--- src/rtl/cache_bank_pkg.sv ---
// cache_bank_pkg: shared widths and bank port selector for the cache bank arbiter
package cache_bank_pkg;
    localparam int ADDR_W = 8;
    localparam int DATA_W = 32;
    localparam int LINES = 256;
    typedef enum logic {PORT_A = 1'b0, PORT_B = 1'b1} portSel_t;
endpackage

--- src/rtl/cache_bank_arbiter_rr_pick2.sv ---
// rr_pick2: picks the first two valid requesters scanning upward from rrPtr, wrapping modulo N
module rr_pick2 #(
    parameter int N = 4,
    parameter int IW = $clog2(N)
) (
    input  logic [N-1:0]  valid,
    input  logic [IW-1:0] rrPtr,
    output logic [IW-1:0] w0,
    output logic [IW-1:0] w1,
    output logic          found0,
    output logic          found1
);
    always_comb begin
        w0 = '0;
        w1 = '0;
        found0 = 1'b0;
        found1 = 1'b0;
        for (int k = 0; k < N; k++) begin
            int idx;
            idx = int'(rrPtr) + k;
            if (idx >= N) idx = idx - N;
            if (valid[idx] && !found0) begin
                found0 = 1'b1;
                w0 = IW'(idx);
            end else if (valid[idx] && !found1) begin
                found1 = 1'b1;
                w1 = IW'(idx);
            end
        end
    end
endmodule

--- src/rtl/cache_bank_arbiter.sv ---
// cache_bank_arbiter: grants up to two requesters per cycle onto a dual-port bank,
// blocks same-address write hazards and tracks which lines have been written.
module cache_bank_arbiter #(
    parameter int NUM_REQ = 4,
    parameter int ADDR_W = cache_bank_pkg::ADDR_W,
    parameter int DATA_W = cache_bank_pkg::DATA_W,
    parameter int LINES = cache_bank_pkg::LINES
) (
    input  logic                      clk,
    input  logic                      reset,
    input  logic [NUM_REQ-1:0]        req_valid,
    input  logic [NUM_REQ-1:0]        req_write,
    input  logic [NUM_REQ*ADDR_W-1:0] req_addr,
    input  logic [NUM_REQ*DATA_W-1:0] req_wdata,
    output logic [NUM_REQ-1:0]        req_grant,
    output logic [NUM_REQ-1:0]        rsp_valid,
    output logic [NUM_REQ*DATA_W-1:0] rsp_data,
    output logic [NUM_REQ-1:0]        rsp_written,
    input  logic                      inv_all,
    output logic [ADDR_W-1:0]         bank_addr_A,
    output logic [DATA_W-1:0]         bank_din_A,
    output logic                      bank_wen_A,
    input  logic [DATA_W-1:0]         bank_dout_A,
    output logic [ADDR_W-1:0]         bank_addr_B,
    output logic [DATA_W-1:0]         bank_din_B,
    output logic                      bank_wen_B,
    input  logic [DATA_W-1:0]         bank_dout_B
);
    import cache_bank_pkg::*;
    localparam int PW = $clog2(NUM_REQ);
    logic [PW-1:0] rrPtr, nextPtr, lastGrant, w0, w1;
    logic found0, found1, grantA, grantB, wr0, wr1;
    logic [ADDR_W-1:0] addr0, addr1, holdAddrA, holdAddrB;
    logic [DATA_W-1:0] din0, din1, holdDinA, holdDinB;
    logic [LINES-1:0] written, wrNext;
    logic [NUM_REQ-1:0] rspPend, rspWr, rdWr, rdOnB;
    portSel_t rspPort [NUM_REQ];

    rr_pick2 #(.N(NUM_REQ)) picker (
        .valid(req_valid),
        .rrPtr(rrPtr),
        .w0(w0),
        .w1(w1),
        .found0(found0),
        .found1(found1)
    );

    // A second winner touching the same line as the first, with any write involved, retries
    always_comb begin
        addr0 = req_addr[w0*ADDR_W +: ADDR_W];
        addr1 = req_addr[w1*ADDR_W +: ADDR_W];
        din0 = req_wdata[w0*DATA_W +: DATA_W];
        din1 = req_wdata[w1*DATA_W +: DATA_W];
        wr0 = req_write[w0];
        wr1 = req_write[w1];
        grantA = found0 && !reset;
        grantB = found1 && !reset && !(addr0 == addr1 && (wr0 || wr1));
        lastGrant = grantB ? w1 : w0;
        nextPtr = (lastGrant == PW'(NUM_REQ - 1)) ? '0 : lastGrant + 1'b1;
        bank_addr_A = grantA ? addr0 : holdAddrA;
        bank_din_A = grantA ? din0 : holdDinA;
        bank_wen_A = !(grantA && wr0);
        bank_addr_B = grantB ? addr1 : holdAddrB;
        bank_din_B = grantB ? din1 : holdDinB;
        bank_wen_B = !(grantB && wr1);
    end

    always_comb begin
        req_grant = '0;
        rdWr = '0;
        rdOnB = '0;
        wrNext = inv_all ? '0 : written;
        if (grantA) begin
            req_grant[w0] = 1'b1;
            rdWr[w0] = written[addr0];
            if (wr0) wrNext[addr0] = 1'b1;
        end
        if (grantB) begin
            req_grant[w1] = 1'b1;
            rdWr[w1] = written[addr1];
            rdOnB[w1] = 1'b1;
            if (wr1) wrNext[addr1] = 1'b1;
        end
    end

    always_comb begin
        rsp_data = '0;
        for (int i = 0; i < NUM_REQ; i++)
            rsp_data[i*DATA_W +: DATA_W] = !rspPend[i] ? '0 : (rspPort[i] == PORT_B) ? bank_dout_B : bank_dout_A;
        rsp_valid = rspPend;
        rsp_written = rspWr;
    end

    always_ff @(posedge clk or posedge reset) begin
        if (reset) begin
            rrPtr <= '0;
            written <= '0;
            holdAddrA <= '0;
            holdAddrB <= '0;
            holdDinA <= '0;
            holdDinB <= '0;
            rspPend <= '0;
            rspWr <= '0;
            for (int i = 0; i < NUM_REQ; i++) rspPort[i] <= PORT_A;
        end else begin
            if (grantA) rrPtr <= nextPtr;
            written <= wrNext;
            holdAddrA <= bank_addr_A;
            holdAddrB <= bank_addr_B;
            holdDinA <= bank_din_A;
            holdDinB <= bank_din_B;
            rspPend <= req_grant & ~req_write;
            rspWr <= rdWr & req_grant & ~req_write;
            for (int i = 0; i < NUM_REQ; i++) rspPort[i] <= rdOnB[i] ? PORT_B : PORT_A;
        end
    end
endmodule

--- config.mk ---
export PLATFORM = sky130hd
export DESIGN_NAME = cache_bank_arbiter
export DESIGN_NICKNAME = d
export VERILOG_FILES = /design/src/rtl/cache_bank_pkg.sv /design/src/rtl/cache_bank_arbiter_rr_pick2.sv /design/src/rtl/cache_bank_arbiter.sv
export SDC_FILE = /design/constraint.sdc
export NUM_CORES = 1
export LEC_CHECK = 0
export CAP_MARGIN = 20
export CORE_MARGIN = 2
export CORE_UTILIZATION = 39
export DETAILED_ROUTE_END_ITERATION = 6
export DONT_BUFFER_PORTS = 1
export PLACE_DENSITY_LB_ADDON = 0.05
export SKIP_LAST_GASP = 1
export SYNTH_ARGS = -nofsm -noshare
export SYNTH_HDL_FRONTEND = slang
export SYNTH_SLANG_ARGS = --single-unit
--- constraint.sdc ---
create_clock -name clk -period 29.6 [get_ports clk]
set_input_delay 5.92 -clock clk [delete_from_list [all_inputs] [get_ports clk]]
set_output_delay 5.92 -clock clk [all_outputs]
set_load 0.03 [all_outputs]
==> Implementation_results.wiki, run 1 <==
{| class="wikitable"
! Metric !! Value
|-
| Outcome || complete, but fails checks
|-
| Violations in the final reports || design-rule violations
|-
| R2R depth || 13
|-
| Number of failing setup endpoints in the final timing report || 0
|-
| Unrepaired setup endpoints after global routing || no
|-
| Synthesis Warnings || 0
|-
| Number of max-cap violations || 0
|-
| Nature of the critical path startpoint || primary input
|-
| Antenna viol nets, final || 0
|-
| # clock sinks || 350
|-
| Chip Height || 253 um
|-
| Std-Cell Core Area || 61500 um^2
|-
| Post-layout net count || 2849
|-
| Critical register-to-register path endpoint || rsp_written[2]$_DFF_PP0_
|-
| Maximum vdd drop || 0.0000595 V
|-
| Worst-case hold path end point || holdAddrA[3]$_DFF_PP0_
|-
| Transition at the pin with the smallest max-transition slack || 1.25 ns
|-
| Post-placement cell area || 25100 um^2
|-
| Fin Hold WS || 0.498 ns
|-
| Pins over their slew limit || 0
|-
| Number of distinct library cells after synthesis || 78
|-
| Avg WL per Cell || 33.3 um
|-
| Cell Chain, Critical Path || nor2_1 > a311oi_2 > and3_4 > mux2i_1 > mux2i_1 > xnor2_1 > nand3_1 > o41ai_4 > buf_4 > o21ai_0
|-
| Hold crit path type || flop to flop
|-
| Utilization after layout || 43.4%
|-
| Sequential area share after synthesis || 36.2%
|-
| Crit-path max cell delay || 0.95 ns
|-
| Count of flip-flops with a built-in enable after synthesis || 0
|-
| Launch point of the worst hold path || holdAddrA[3]$_DFF_PP0_
|-
| Filler Cells Inserted || 5989
|-
| LEAKAGE || 0.0107 uW
|-
| Setup TNS || 0 ns
|-
| Required time worst endpoint || 23.68 ns
|-
| Number of design-rule violations left by the first detailed-router iteration || 2981
|-
| Setup Fix Bufs, Post-CTS || 0
|-
| Cells after synthesis || 2715
|-
| Slowest cell on the critical path || sky130_fd_sc_hd__and3_4
|-
| GPL Wtd Cong || 0.929
|-
| Post-cts gate resize count || 0
|-
| Number of antenna violations at the first check in global routing || 0
|-
| Post-Syn Area per Cell || 8.91 um^2
|-
| Die Width || 253 um
|-
| WP depth || 10
|-
| Starting utilization of the core area || 39.4%
|-
| CTS Hold Bufs || 0
|-
| Data arrival time of the worst path || 10.59 ns
|-
| Cell with the most instances on the worst path || sky130_fd_sc_hd__mux2i_1
|-
| Remaining DRCs || 2
|-
| Primary FF master, synth || sky130_fd_sc_hd__dfrtp_1
|-
| Layout overhead on the synthesized area || 10.2%
|-
| Cell types with the largest area share after synthesis || sky130_fd_sc_hd__dfrtp_1 (36%), sky130_fd_sc_hd__mux2i_1 (13%), sky130_fd_sc_hd__o221ai_1 (9.4%), sky130_fd_sc_hd__nand2_1 (7.5%), sky130_fd_sc_hd__nand2b_1 (6.8%)
|-
| Proportion of synthesized flip-flops having asynchronous set or reset || 100%
|-
| Routed via count || 23300
|-
| Cell depth of the worst hold path || 2
|-
| Worst setup path class || primary input to output port
|-
| Io pins || 457
|-
| Area leader, netlist || sky130_fd_sc_hd__dfrtp_1
|-
| Total length of routed wires || 115 mm
|-
| Worst-case clock buffer depth || 3
|-
| Grt ovf || 0
|-
| Final period util || 55.8%
|-
| Time the worst path needs with I/O delays and setup || 16.51 ns
|-
| Worst Path Max Fanout || 88
|-
| Count of port buffers added during placement || 0
|-
| Gr usage total || 34.3%
|-
| Internal reg-to-reg setup slack || 23.31 ns
|-
| TritonCTS clock tree || done
|-
| Root cell of the clock tree || sky130_fd_sc_hd__clkbuf_16
|-
| Beginning of the worst register-to-register path || rrPtr[1]$_DFFE_PP0P_
|-
| Share of cells above drive strength 1 || 10.3%
|-
| Vias per inst || 6.77
|-
| Highest attainable clock frequency || 60.6 MHz
|-
| Synthesis-stage register bit count || 350
|-
| Floorplan die area || 64100 um^2
|-
| Vias in the first global route || 21700
|-
| Number of rows created at floorplan || 91
|-
| Mapped Nets || 2950
|-
| CTS H-tree lvls || 2
|-
| Cell family with most CP delay || compound AO/OA/AOI/OAI gates
|-
| Clock Latency Late Sink || 0.60 ns
|-
| Pin count of the biggest net entering global routing || 257
|-
| Worst clock skew on the final layout || 0.0168 ns
|-
| Final cell area excluding filler cells || 26700 um^2
|-
| Kind of capture point of the worst setup path || output port
|-
| Global-route wire length before repair || 161 mm
|-
| Post-synthesis instance area || 24200 um^2
|-
| Drt first pass iters || 7
|-
| Final Hold Fails || 0
|-
| Worst-path clk slew || 0.05 ns
|-
| Number of buffers created by CTS || 44
|-
| Number of buffer and inverter stages on the critical path || 1
|-
| Final HPWL from detailed placement || 73.2 mm
|-
| Remaining max-slew budget at the tightest pin || 15.9%
|-
| Fraction of post-synthesis cell area in the top cell type by area || 36.2%
|-
| Pwr per Cell Area || 77.9 nW/um^2
|}
## routing by layer
layer  track usage (%)  wire, um  vias up
met5              1.08        93        -
met3              10.5     13200      339
met4              17.3      6410        2
met2              50.1     48900     1456
li1                  -         -     9806
met1              45.5     46000    11700
## cell usage after synthesis (all sizes together), types with 3 or more instances
| master | count |
|---|---|
| a211oi | 3 |
| a21boi | 6 |
| a21oi | 20 |
| a222oi | 30 |
| a22oi | 67 |
| a311oi | 3 |
| a31oi | 5 |
| a32o | 14 |
| a32oi | 9 |
| and2 | 7 |
| and3 | 11 |
| buf | 95 |
| clkbuf | 160 |
| dfrtp | 350 |
| inv | 17 |
| mux2 | 57 |
| mux2i | 324 |
| mux4 | 5 |
| nand2 | 487 |
| nand2b | 262 |
| nand3 | 126 |
| nand3b | 5 |
| nand4 | 27 |
| nor2 | 31 |
| nor2b | 134 |
| nor3 | 19 |
| nor4 | 7 |
| o2111ai | 4 |
| o211a | 5 |
| o211ai | 5 |
| o21ai | 95 |
| o221ai | 261 |
| o22ai | 14 |
| o32ai | 4 |
| or3 | 4 |
| or4 | 3 |
| xnor2 | 7 |
## where the power goes
part,internal [uW],leakage [uW],switching (uW)
sequential,529,0.00474,39.2
clock,338,0.000733,232
combinational,260,0.00521,679
total,1130,0.0107,950
## area by class of cell
type	instances	area [um^2]	area share [%]
clock buffer	61	1250	4.67
multi-input combinational	2093	14400	54.0
timing repair buffer	108	947	3.55
tap	790	988	3.71
sequential	350	8760	32.9
inverter	17	71.3	0.267
antenna	1	2.50	0.00938
clock inverter	19	238	0.891
## flip-flops by register name, summed over array words and instances, names as in the netlist, 4 cells and up
name and count:
rspPort 4, holdAddrA 8, rsp_written 4, written 256, holdDinA 32, holdAddrB 8
holdDinB 32, rsp_valid 4
## worst max-delay path by stage
| stage | to | slack, ns | startpoint |
|---|---|---|---|
| after floorplan | bank_din_A[29] | 7.63 | reset |
| after global placement | bank_din_B[10] | 13.21 | req_valid[2] |
| after detailed placement | bank_din_B[31] | 13.10 | req_valid[3] |
| after CTS | bank_din_B[31] | 13.09 | req_valid[3] |
| after global routing | bank_din_B[30] | 12.75 | req_valid[3] |
| final | bank_din_B[21] | 13.09 | req_valid[3] |
## layout by cell type (no fill, tap or decap), drive strengths merged, types with 7 or more instances in the layout
master	Yosys	final
nand2b	262	262
nand3	126	126
nor2	31	31
xnor2	7	7
mux2i	324	324
a21oi	20	20
o221ai	261	261
nor4	7	7
o22ai	14	14
a222oi	30	30
inv	17	20
a32o	14	14
clkinv	0	10
buf	95	100
o21ai	95	95
and3	11	11
and2	7	7
a32oi	9	9
a22oi	67	67
clkbuf	160	69
dfrtp	350	350
nor2b	134	134
nand4	27	27
nand2	487	487
nor3	19	19
mux2	57	57
## kinds of logic (layout without fill, tap and decap cells)
group	count (synthesis)	after routing	share of synthesized area, %
muxes	386	386	16.5
AOI/OAI and AO/OA	566	566	18.6
other	0	1	0
buffers and inverters	272	205	4.86
DFF	350	350	36.2
xor gates and xnor gates	8	8	0.290
and+or+nand+nor	1133	1133	23.5
## worst min-delay path: cells and delay by family (launching register included)
kind / cells / cell delay [ns]
flip-flops: 1 / 0.32
AND/OR/NAND/NOR: 1 / 0.04
AO/OA/AOI/OAI: 1 / 0.09
## metrics by stage
stage / setup slack (ns) / instances / power, uW
after floorplan: 7.63 / 2715 / 1190
after global placement: 13.21 / 3338 / 1480
after detailed placement: 13.10 / 3345 / 1490
after CTS: 13.09 / 3425 / 2060
after global routing: 12.75 / 3438 / 2150
final: 13.09 / 3439 / 2080
Power figures use the tool's default switching activity.
==> run 2, diff against run 1 <==
==> constraint.sdc (replaced) <==
create_clock -name clk -period 15.3 [get_ports clk]
set_input_delay 3.06 -clock clk [delete_from_list [all_inputs] [get_ports clk]]
set_output_delay 3.06 -clock clk [all_outputs]
set_load 0.03 [all_outputs]
==> run 2 against run 1 <==
Total power increased by 93%. Clock power increased by 91%. Setup slack got worse by 8.7 ns. Flip-flop and latch count unchanged. Critical endpoint is now bank_din_B[24]. The run still ends with design-rule violations left. Non-clock buffer count increased by 3.
==> Implementation_results.wiki, run 2 (synthesis gave the netlist of run 1 again) <==
{| class="wikitable"
! Metric !! Value
|-
| Remaining max-slew budget at the tightest pin || 14.0%
|-
| Setup Fix Bufs, Post-CTS || 0
|-
| Final period util || 71.3%
|-
| Area of the multi-input gates || 14400 um^2
|-
| Part of the total power dissipated in the clock network || 27.2%
|-
| LEAKAGE || 0.0107 uW
|-
| Number of max-cap violations || 0
|-
| Number of buffers created by CTS || 45
|-
| Post-cts gate resize count || 0
|-
| Maximum vdd drop || 0.0000784 V
|-
| Most common library cell in the layout ignoring fill and taps || sky130_fd_sc_hd__nand2_1
|-
| Pwr per Cell Area || 150 nW/um^2
|-
| Io pins || 457
|-
| Antenna viol nets, final || 0
|-
| Cell with the most instances on the worst path || sky130_fd_sc_hd__mux2i_1
|-
| Layout overhead on the synthesized area || 10.7%
|-
| Registers with the highest flip-flop counts || written (256), holdDinA (32), holdDinB (32)
|-
| Worst setup path class || primary input to output port
|-
| Flip-flop count of the largest register after layout || 256
|-
| GPL Wtd Cong || 0.909
|-
| Power spent charging and discharging nets || 1850 uW
|-
| Register bank with the most flops || written
|-
| Vias in the first global route || 22200
|-
| Global-route wire length before repair || 163 mm
|-
| Worst clock skew on the final layout || 0.0260 ns
|-
| Chip Height || 253 um
|-
| # clock sinks || 350
|-
| Fraction of power spent switching nets || 45.9%
|-
| Share of cells above drive strength 1 || 10.2%
|-
| Number of rows created at floorplan || 91
|-
| R2R depth || 14
|-
| Number of non-filler instances in the completed layout || 3440
|-
| Worst-path clk slew || 0.06 ns
|-
| Hold crit path type || flop to flop
|-
| Crit-path max cell delay || 0.98 ns
|-
| Nature of the critical path startpoint || primary input
|-
| CTS H-tree lvls || 2
|-
| Transition at the pin with the smallest max-transition slack || 1.29 ns
|-
| Time the worst path needs with I/O delays and setup || 10.90 ns
|-
| Fin Hold WS || 0.505 ns
|-
| Highest attainable clock frequency || 91.7 MHz
|-
| Seq. cell area || 8760 um^2
|-
| Cell internal pwr || 2170 uW
|-
| Root cell of the clock tree || sky130_fd_sc_hd__clkbuf_16
|-
| CP startpoint || req_valid[2]
|-
| Routed wl met2 || 49.1 mm
|-
| Pins over their slew limit || 0
|-
| Final Hold Fails || 0
|-
| Cell Chain, Critical Path || inv_2 > a311oi_2 > and3_4 > mux2i_1 > mux2i_1 > xnor2_1 > nand3_1 > o41ai_4 > buf_4 > o21ai_0
|-
| Total length of routed wires || 115 mm
|-
| Outcome || complete, but fails checks
|-
| Leading cell types in the layout, fill and taps excluded || sky130_fd_sc_hd__nand2_1 (485), sky130_fd_sc_hd__dfrtp_1 (346), sky130_fd_sc_hd__mux2i_1 (323), sky130_fd_sc_hd__nand2b_1 (262), sky130_fd_sc_hd__o221ai_1 (260)
|-
| Violations in the final reports || design-rule violations
|-
| Vias per inst || 6.76
|-
| Filler Cells Inserted || 6057
|-
| Routed wl met3 || 13.6 mm
|-
| Drt first pass iters || 7
|-
| Kind of capture point of the worst setup path || output port
|-
| Count of port buffers added during placement || 0
|-
| Die Width || 253 um
|-
| Length of routed wiring on met1 || 46.6 mm
|-
| Routed via count || 23300
|-
| Clock Latency Late Sink || 0.61 ns
|-
| Beginning of the worst register-to-register path || rrPtr[1]$_DFFE_PP0P_
|-
| Part of the total power dissipated in combinational logic || 45.4%
|-
| Inst Count DP || 3347
|-
| Post-layout net count || 2853
|-
| Number of failing setup endpoints in the final timing report || 0
|-
| Floorplan die area || 64100 um^2
|-
| Std-Cell Core Area || 61500 um^2
|-
| Setup TNS || 0 ns
|-
| Number of antenna violations at the first check in global routing || 1
|-
| Slowest cell on the critical path || sky130_fd_sc_hd__and3_4
|-
| Internal reg-to-reg setup slack || 8.43 ns
|-
| Capture point of the worst path || bank_din_B[24]
|-
| Unrepaired setup endpoints after global routing || no
|-
| Required time worst endpoint || 12.24 ns
|-
| Data arrival time of the worst path || 7.84 ns
|-
| Gr usage total || 34.6%
|-
| Uppermost routed layer || met5
|-
| Worst-case clock buffer depth || 3
|-
| Starting utilization of the core area || 39.4%
|-
| Worst Path Max Fanout || 88
|-
| Pin count of the biggest net entering global routing || 257
|-
| TritonCTS clock tree || done
|-
| Sequential fraction of design power || 27.4%
|-
| Remaining DRCs || 1
|-
| Grt ovf || 0
|-
| Avg WL per Cell || 33.5 um
|-
| CTS Hold Bufs || 0
|-
| Final HPWL from detailed placement || 74.4 mm
|-
| Number of design-rule violations left by the first detailed-router iteration || 2758
|-
| Critical register-to-register path endpoint || rsp_written[0]$_DFF_PP0_
|}
==> run 2: changes by cell type in the layout (fill, tap and decap cells not counted), sizes merged <==
cell,before,now
clkinv,10,7
bufinv,5,3
clkbuf,69,77
buf,100,102
inv,20,16
==> run 2: worst min-delay path by stage <==
stage	from	end	slack, ns	depth (start not counted)
5_1_grt	written[235]$_DFF_PP0_	written[235]$_DFF_PP0_	0.54	2
4_1_cts	holdDinA[13]$_DFF_PP0_	holdDinA[13]$_DFF_PP0_	0.51	2
6_report	holdDinA[1]$_DFF_PP0_	holdDinA[1]$_DFF_PP0_	0.51	2
2_1_floorplan	written[141]$_DFF_PP0_	written[141]$_DFF_PP0_	0.48	2
3_3_place_gp	holdDinA[18]$_DFF_PP0_	holdDinA[18]$_DFF_PP0_	0.48	2
3_5_place_dp	holdDinA[13]$_DFF_PP0_	holdDinA[13]$_DFF_PP0_	0.49	2
==> run 2: cell type report <==
type | instances | area share (%)
timing repair buffer | 111 | 4.07
clock buffer | 68 | 4.94
multi-input combinational | 2093 | 53.8
clock inverter | 10 | 0.523
sequential | 350 | 32.7
tap | 790 | 3.69
inverter | 17 | 0.252
antenna | 1 | 0.00935
==> run 2: critical path, delay by kind of cell <==
| kind | cells | cell delay [ns] |
|---|---|---|
| buf+inv | 2 | 0.77 |
| xor+xnor | 1 | 0.19 |
| simple gates | 2 | 1.11 |
| mux | 2 | 0.94 |
| compound gates | 3 | 1.63 |
==> run 2: stage by stage <==
stage / instance area, um^2 / utilization (%) / setup WS (ns) / power (uW)
after global placement: 24900 / 40.4 / 4.50 / 2860
after global routing: 26800 / 43.6 / 4.15 / 4150
after CTS: 26600 / 43.3 / 4.39 / 3970
final: 26800 / 43.6 / 4.40 / 4020
after floorplan: 24200 / - / 2.20 / 2300
after detailed placement: 25100 / 40.9 / 4.38 / 2880
==> run 2: routing by layer <==
metal  vias up  track usage (%)
met3       321             10.9
met5         -            0.927
met1     11700             46.0
met4         2             15.7
met2      1461             51.0
li1       9794                -
==> run 2: power groups by stage <==
stage / Clock, uW / Sequential [uW] / Combinational (uW)
after floorplan: 0 / 1070 / 1230
after global placement: 0 / 1120 / 1740
final: 1090 / 1100 / 1830
after global routing: 1150 / 1110 / 1900
after detailed placement: 0 / 1120 / 1760
after CTS: 1100 / 1100 / 1760
